<file path="src/rtl/reset_ctrl_pkg.sv">
// Shared types for the reset controller: FSM states and reset causes.
// Also provides a counter-width helper used to size the hold/debounce/watchdog counters.
package reset_ctrl_pkg;

   typedef enum logic [1:0] {
      ST_HOLD     = 2'b00,
      ST_RUN      = 2'b01,
      ST_DEBOUNCE = 2'b10
   } state_e;

   typedef enum logic [1:0] {
      CAUSE_POR    = 2'b00,
      CAUSE_BUTTON = 2'b01,
      CAUSE_WDT    = 2'b10
   } cause_e;

   function automatic int unsigned cnt_w(int unsigned n);
      return (n > 1) ? $clog2(n) : 1;
   endfunction

endpackage

</file>
<file path="src/rtl/sync_2ff.sv">
// Two-flop synchroniser, cleared asynchronously.
// Tie d_i high to use it as a reset synchroniser.
module sync_2ff (
   input  logic clk_i,
   input  logic rst_ni,
   input  logic d_i,
   output logic q_o
);

   logic [1:0] sync_q;
   logic [1:0] sync_d;

   always_comb begin
      sync_d = {sync_q[0], d_i};
   end

   always_ff @(posedge clk_i or negedge rst_ni) begin
      if (!rst_ni) begin
         sync_q <= 2'b00;
      end else begin
         sync_q <= sync_d;
      end
   end

   assign q_o = sync_q[1];

endmodule

</file>
<file path="src/rtl/reset_ctrl.sv">
// System reset controller: POR hold, debounced button reset, optional watchdog.
// Define RESET_CTRL_WDT_EN to build in the watchdog.
module reset_ctrl #(
   parameter int unsigned HoldCycles       = 1200,
   parameter int unsigned DebounceCycles   = 120000,
   parameter int unsigned WdtTimeoutCycles = 12000000
) (
   input  logic       clk_i,
   input  logic       reset_ni,
   input  logic       btn_i,
   input  logic       wdt_en_i,
   input  logic       wdt_kick_i,
   output logic       reset_o,
   output logic       ready_o,
   output logic [1:0] reset_cause_o
);
   import reset_ctrl_pkg::*;

   localparam int unsigned HoldW = cnt_w(HoldCycles);
   localparam int unsigned DebW  = cnt_w(DebounceCycles);
   localparam logic [HoldW-1:0] HoldLast = HoldW'(HoldCycles - 1);
   localparam logic [DebW-1:0]  DebLast  = DebW'(DebounceCycles - 1);

   logic rst_s_n;
   logic btn_s;

   sync_2ff u_rst_sync (
      .clk_i  (clk_i),
      .rst_ni (reset_ni),
      .d_i    (1'b1),
      .q_o    (rst_s_n)
   );

   sync_2ff u_btn_sync (
      .clk_i  (clk_i),
      .rst_ni (reset_ni),
      .d_i    (btn_i),
      .q_o    (btn_s)
   );

   state_e           state_q, state_d;
   cause_e           cause_q, cause_d;
   logic [HoldW-1:0] hold_cnt_q, hold_cnt_d;
   logic [DebW-1:0]  deb_cnt_q, deb_cnt_d;
   logic             reset_q, reset_d;
   logic             ready_q, ready_d;
   logic             wdt_fire;

`ifdef RESET_CTRL_WDT_EN
   localparam int unsigned WdtW = cnt_w(WdtTimeoutCycles);
   localparam logic [WdtW-1:0] WdtLast = WdtW'(WdtTimeoutCycles - 1);

   logic [WdtW-1:0] wdt_cnt_q, wdt_cnt_d;

   // A kick on the expiry cycle wins over the timeout.
   always_comb begin
      wdt_cnt_d = '0;
      wdt_fire  = 1'b0;
      if (state_q != ST_HOLD && wdt_en_i && !wdt_kick_i) begin
         if (wdt_cnt_q == WdtLast) begin
            wdt_fire = 1'b1;
         end else begin
            wdt_cnt_d = wdt_cnt_q + 1'b1;
         end
      end
   end

   always_ff @(posedge clk_i or negedge rst_s_n) begin
      if (!rst_s_n) begin
         wdt_cnt_q <= '0;
      end else begin
         wdt_cnt_q <= wdt_cnt_d;
      end
   end
`else
   logic unused_wdt;
   assign unused_wdt = wdt_en_i ^ wdt_kick_i;
   assign wdt_fire   = 1'b0;
`endif

   always_comb begin
      state_d    = state_q;
      cause_d    = cause_q;
      hold_cnt_d = hold_cnt_q;
      deb_cnt_d  = deb_cnt_q;
      unique case (state_q)
         ST_HOLD: begin
            if (btn_s) begin
               hold_cnt_d = '0;
            end else if (hold_cnt_q == HoldLast) begin
               state_d    = ST_RUN;
               hold_cnt_d = '0;
            end else begin
               hold_cnt_d = hold_cnt_q + 1'b1;
            end
         end
         ST_RUN: begin
            if (btn_s) begin
               state_d   = ST_DEBOUNCE;
               deb_cnt_d = '0;
            end
         end
         ST_DEBOUNCE: begin
            if (!btn_s) begin
               state_d = ST_RUN;
            end else if (deb_cnt_q == DebLast) begin
               state_d   = ST_HOLD;
               cause_d   = CAUSE_BUTTON;
               deb_cnt_d = '0;
            end else begin
               deb_cnt_d = deb_cnt_q + 1'b1;
            end
         end
         default: begin
            state_d = ST_HOLD;
         end
      endcase
      if (wdt_fire) begin
         state_d    = ST_HOLD;
         cause_d    = CAUSE_WDT;
         hold_cnt_d = '0;
         deb_cnt_d  = '0;
      end
      reset_d = (state_d == ST_HOLD);
      ready_d = !reset_d;
   end

   always_ff @(posedge clk_i or negedge rst_s_n) begin
      if (!rst_s_n) begin
         state_q    <= ST_HOLD;
         cause_q    <= CAUSE_POR;
         hold_cnt_q <= '0;
         deb_cnt_q  <= '0;
         reset_q    <= 1'b1;
         ready_q    <= 1'b0;
      end else begin
         state_q    <= state_d;
         cause_q    <= cause_d;
         hold_cnt_q <= hold_cnt_d;
         deb_cnt_q  <= deb_cnt_d;
         reset_q    <= reset_d;
         ready_q    <= ready_d;
      end
   end

   assign reset_o       = reset_q;
   assign ready_o       = ready_q;
   assign reset_cause_o = cause_q;

endmodule

</file>
<file path="config.mk">
export PLATFORM = sky130hd
export DESIGN_NAME = reset_ctrl
export DESIGN_NICKNAME = d
export VERILOG_FILES = /design/src/rtl/reset_ctrl_pkg.sv /design/src/rtl/sync_2ff.sv /design/src/rtl/reset_ctrl.sv
export SDC_FILE = /design/constraint.sdc
export NUM_CORES = 1
export LEC_CHECK = 0
export ABC_AREA = 1
export BUFFER_PORTS_ARGS = -buffer_cell sky130_fd_sc_hd__buf_4
export CORE_MARGIN = 4
export CORE_UTILIZATION = 53
export CTS_CLUSTER_SIZE = 8
export DETAILED_ROUTE_END_ITERATION = 7
export PLACE_DENSITY = 0.7
export SYNTH_ARGS = -nofsm -noshare
export SYNTH_HDL_FRONTEND = slang
export SYNTH_HIERARCHICAL = 1
export SYNTH_SLANG_ARGS = --single-unit
</file>
<file path="constraint.sdc">
create_clock -name clk_i -period 2.5 [get_ports clk_i]
set_input_delay 0.5 -clock clk_i [delete_from_list [all_inputs] [get_ports clk_i]]
set_output_delay 0.5 -clock clk_i [all_outputs]
set_load 0.02 [all_outputs]
</file>
Word-level counts from Yosys, hierarchy flattened --
Index checks and enable logic that the tools add are counted.
Word-level totals: flip-flop bits (word level) 37, input port bits 5
Operators by class: equality and inequality tests 6, reduce and logical (&&, ||, !) cells 6, muxes and demuxes 12, add/sub/neg operators 2
Operators with widths (number):
- $mux W17 | 3
- $pmux W17 S2 | 1
- $mux W11 | 2
- $add A17 B1 Y17 const B | 1
- $eq A17 B17 Y1 const B | 1
- $add A11 B1 Y11 const B | 1
- $eq A11 B11 Y1 const B | 1
- $mux W2 | 5
- $pmux W2 S3 | 1
- $reduce_and A3 Y1 | 2
- $logic_not A2 Y1 | 2
- $ne A2 B1 Y1 const B | 2
- $eq A2 B1 Y1 const B | 1
- $eq A2 B2 Y1 const B | 1
- $reduce_bool A2 Y1 | 1
- $logic_not A1 Y1 | 1

Longest topological paths before layout --
word-level depth 6, mapped depth 10, depth with buffers taken out 10

Hierarchy --
Netlist, hierarchy kept.
Modules (own cells, without submodules):
- reset_ctrl | seq. area each 827.0 µm², area each 1950.6 µm², times used 1, cells each 260
- sync_2ff | seq. area each 50.0 µm², area each 50.0 µm², times used 2, cells each 2

Worst setup path before layout --
Ideal clock, no wire load.
kind reg2reg, from register deb_cnt_q[0], to register deb_cnt_q[2], data required time 2.381 ns, clock period less this slack 1.379 ns, path buffers 0, stages on the path, launching flop included 11, slack 1.121 ns, arrival time 1.260 ns, cells stage by stage dfrtp_1 -> ha_1 -> nand2_1 -> inv_1 -> nand3_2 -> inv_2 -> nand3_4 -> nand2_4 -> nand2_1 -> nand2_1 -> nor2_1
On the way: cells in the longest elaborated chain, start to end 4, elaborated cells between the ends (all ways) 5, classes of those cells add/sub (1); eq/ne (1); mux (3)
RTL lines:
- start, declared | line reset_ctrl.sv:44 | logic [DebW-1:0] deb_cnt_q, deb_cnt_d;
- start signal, assigned | line reset_ctrl.sv:140 | deb_cnt_q <= deb_cnt_d;
- $add A17 B1 Y17 / $eq A17 B17 Y1 (equally long branches) | line reset_ctrl.sv:111, reset_ctrl.sv:106
- $mux W17 (*) | line reset_ctrl.sv:106 | end else if (deb_cnt_q == DebLast) begin
- $mux W17 (*) | line reset_ctrl.sv:104 | if (!btn_s) begin
- $pmux W17 S2 (*) | line reset_ctrl.sv:86 | unique case (state_q)
Every way passes the cells marked *; elsewhere a longest branch is shown, timed or not. The select of a mux whose other input is x is not followed. A chain may end at the register's enable or synchronous reset.

Worst setup path after layout --
from register deb_cnt_q[1], to register deb_cnt_q[2]
The elaborated chain is that of the path after synthesis.

==> flow_summary.rst <==
.. list-table::
   :header-rows: 1

   * - Metric
     - Value
   * - Core Footprint
     - 3690 µm²
   * - Number of buffers between clock root and the deepest sink
     - 2
   * - Cell row count
     - 22
   * - Clock Root Buffer
     - sky130_fd_sc_hd__clkbuf_8
   * - Critical path launch point type
     - flop
   * - Hold-critical path endpoint
     - u_btn_sync/sync_q[0]
   * - Sequential group share of total power
     - 52.6%
   * - Outcome
     - complete, no violations
   * - Total number of yosys warnings
     - 6
   * - Layout cells sized above 1
     - 13.0%
   * - Clock tree from TritonCTS
     - built
   * - Max H-tree Level
     - 2
   * - CP most frequent cell
     - sky130_fd_sc_hd__nand2_1
   * - Fin Clk Skew
     - about 6.6 ps
   * - Final #Nets
     - between 200 and 300
   * - Sum of negative setup slack
     - 0 ps
   * - Vias in the first global route
     - 1,625
   * - Switching pwr
     - 0.000259 W
   * - Cell at the slowest stage of the critical path
     - sky130_fd_sc_hd__dfrtp_1
   * - Slew at the pin with the worst max-slew slack
     - around 830 ps
   * - Top-Level Pins
     - 9
   * - Met2 routed WL
     - 1960 µm
   * - Worst Reg-to-Reg Cells
     - 10
   * - Antenna diode instance count
     - 0
   * - Final number of max-transition violations
     - 0
   * - Setup fix buffers added after clock tree synthesis
     - 0
   * - Hold violation count in the final report
     - 0
   * - Total routing resource utilization after global routing
     - a little under a fifth
   * - Routed metal-1 wirelength
     - 1860 µm
   * - Synth-to-Final Area Change
     - 10.4%
   * - Maximum number of pins on one net before global-route repair
     - 24
   * - Clk_lat worst skew
     - ~300 ps
   * - Post-synthesis net count
     - 271
   * - Crit Path Class
     - flop to flop
   * - Placed wire-length estimate after detailed placement
     - 2920 µm
   * - Wire length of the first global-routing pass
     - 7220 µm
   * - Peak Freq
     - 592 MHz
   * - Maxcap violations
     - 0
   * - Die height
     - 70.2 µm
   * - Tcrit/Tclk final
     - 67.5%
   * - Buffers on Ports
     - 5
   * - Source of the worst hold timing path
     - btn_i
   * - Leakage component of the power
     - ~1.1 nW
   * - Synthesized cell area
     - around 2100 µm²
   * - Areal power density over the cells
     - 517 nW/µm²
   * - Cell Chain, Critical Path
     - ha_1 -> nand2_1 -> inv_1 -> nand3_2 -> inv_2 -> nand3_4 -> nand2_4 -> nand2_1 -> nand2_1 -> nor2_1
   * - Number of distinct library cells after synthesis
     - 30
   * - VDD IR max
     - 0.000359 V
   * - Relative slew slack
     - 44.8%
   * - Most common cell after layout, fill and taps aside
     - sky130_fd_sc_hd__nand2_1
   * - Final ANT Viol Nets
     - 0
   * - Final weighted congestion of routability-driven global placement
     - around 0.9
   * - Total of flip-flops plus latches after synthesis
     - 37
   * - Internal power
     - approximately 0.00091 W
   * - Launching point of the worst reg2reg path
     - deb_cnt_q[1]
   * - Clock slew at reported path FFs
     - 80 ps
   * - Path type of the worst min-delay path
     - input pin to flop
   * - Total clock buffers created by CTS
     - 5
   * - Total Routed Length
     - 3960 µm
   * - Average instance area after synthesis
     - 7.77 µm²
   * - Endpoint of the worst-slack reg-to-reg timing path
     - deb_cnt_q[2]
   * - DRC viols
     - 0
   * - Share of total power consumed by net switching
     - roughly 22%
   * - Minimum period implied by the final worst setup slack
     - 1690 ps
   * - Register-to-Register Setup Slack
     - 810 ps
   * - Count of vias placed by the detailed router
     - 1,619
   * - Antenna violations before repair
     - 0
   * - Area of the die
     - 4930 µm²
   * - Detail-routed net length per standard cell
     - 12.2 µm
   * - Top Metal Used
     - met4
   * - Die Span X
     - 70.2 µm
   * - Post-cts sizing count
     - 0
   * - Data arrival time at the worst-slack endpoint
     - 1880 ps
   * - 1st-pass router iterations
     - 4
   * - Max incr delay on CP
     - just under 400 ps
   * - Share of power burned in combinational logic
     - 2.0%
   * - Gate count of the mapped netlist
     - around 260
   * - Sinks on the clock net
     - 37
   * - Largest fanout on the critical path
     - 6
   * - WHS Path Cells
     - 1
   * - Fraction of power consumed by the clock network
     - roughly 45%
   * - Average vias per placed instance
     - about 5
   * - Required time at the worst-slack endpoint
     - 2690 ps
   * - Highest-count cells in the layout ignoring fill and taps
     - sky130_fd_sc_hd__nand2_1, sky130_fd_sc_hd__dfrtp_1, sky130_fd_sc_hd__nor2_1
   * - Unrepaired setup endpoints after global routing
     - no
   * - Initial Util
     - 55.6%
   * - Hold-fix buffers, CTS
     - 1
   * - Kind of end point of the critical path
     - flop
   * - Hold WS
     - 308 ps
   * - Met3 wire len
     - 103 µm
   * - Residual overflow from global routing
     - 0
   * - Detailed router's first-iteration violation count
     - 117
   * - Final setup viols
     - 0
   * - Post-synthesis sequential area ratio
     - 45.2%
## per-stage QoR
stage | cells | cell area [µm²] | utilization, % | power (W) | worst slack [ps]
6_report | 325 | 2260 | 61.4 | 0.00117 | 812
5_1_grt | 325 | 2260 | 61.4 | 0.00123 | 685
4_1_cts | 325 | 2260 | 61.4 | 0.00119 | 821
3_5_place_dp | 316 | 2140 | 58.0 | 0.000652 | 843
3_3_place_gp | 316 | 2140 | 58.0 | 0.000652 | 842
2_1_floorplan | 264 | 2050 | - | 0.000641 | 1120
## logic make-up (layout without fill, tap and decap cells)
kind of cell / after synthesis / count (layout) / share of synthesized area [%]
buffers and inverters: 37 / 50 / 7.38
adders and majority gates: 2 / 2 / 1.22
and+or+nand+nor: 152 / 152 / 34.8
DFF: 37 / 37 / 45.2
xor gates and xnor gates: 10 / 10 / 4.27
other: 2 / 2 / 0.366
AOI/OAI and AO/OA: 24 / 24 / 6.71
## cells in the mapped netlist, drive strengths merged
cell type / instances / share of area [%]
nand2: 78 / 16
dfrtp: 36 / 44
nor2: 35 / 7.3
inv: 34 / 6.2
nand3: 22 / 6.5
o21ai: 10 / 2.4
a21oi: 8 / 2.3
nand4: 8 / 2.4
xor2: 8 / 3.4
nor3: 7 / 2.2
o22ai: 4 / 1.2
buf: 3 / 1.2
conb: 2 / 0.37
ha: 2 / 1.2
nand3b: 2 / 0.73
o21bai: 2 / 0.73
xnor2: 2 / 0.85
dfstp: 1 / 1.3
## sequential cells by signal, summed over array words and instances, names as in the netlist
name,count
reset_cause_o,1
u_btn_sync/sync_q,2
reset_o,1
ready_o,1
deb_cnt_q,17
u_rst_sync/sync_q,2
state_q,2
hold_cnt_q,11
## power by group through the flow
| stage | clock (W) | combinational [W] | sequential (W) |
|---|---|---|---|
| floorplan | 0 | 0.0000121 | 0.000629 |
| global placement | 0 | 0.0000232 | 0.000629 |
| detailed placement | 0 | 0.0000233 | 0.000629 |
| CTS | 0.000544 | 0.0000246 | 0.000617 |
| global route | 0.000580 | 0.0000279 | 0.000619 |
| finish | 0.000532 | 0.0000239 | 0.000616 |
## cell type report
class | instances | area (µm²)
fill | 352 | 1420
clock inverter | 3 | 46.3
inverter | 34 | 128
clock buffer | 5 | 68.8
multi-input combinational | 190 | 972
tap | 48 | 60.1
sequential | 37 | 927
timing repair buffer | 8 | 62.6
## critical path, delay by kind of cell, from the launching register on
| family | cells | cell delay [ps] |
|---|---|---|
| simple gates | 7 | 740 |
| flops | 1 | 390 |
| fa+ha+maj | 1 | 230 |
| buf+inv | 2 | 220 |
## per-layer routing
metal / global-route usage [%] / vias up
li1: - / 858
met3: 4.75 / 5
met5: 0 / -
met4: 4.68 / 0
met1: 22.0 / 737
met2: 32.4 / 19
## how the worst max path moves through the flow
| stage | startpoint | end | slack [ps] | cells past startpoint |
|---|---|---|---|---|
| after floorplan | deb_cnt_q[0] | deb_cnt_q[2] | 1120 | 10 |
| after global placement | deb_cnt_q[0] | deb_cnt_q[2] | 840 | 10 |
| after detailed placement | deb_cnt_q[0] | deb_cnt_q[2] | 840 | 10 |
| after CTS | hold_cnt_q[0] | hold_cnt_q[7] | 820 | 7 |
| after global routing | hold_cnt_q[0] | hold_cnt_q[7] | 680 | 7 |
| final | deb_cnt_q[1] | deb_cnt_q[2] | 810 | 10 |
No activity file was read; power rests on OpenSTA's default activity.
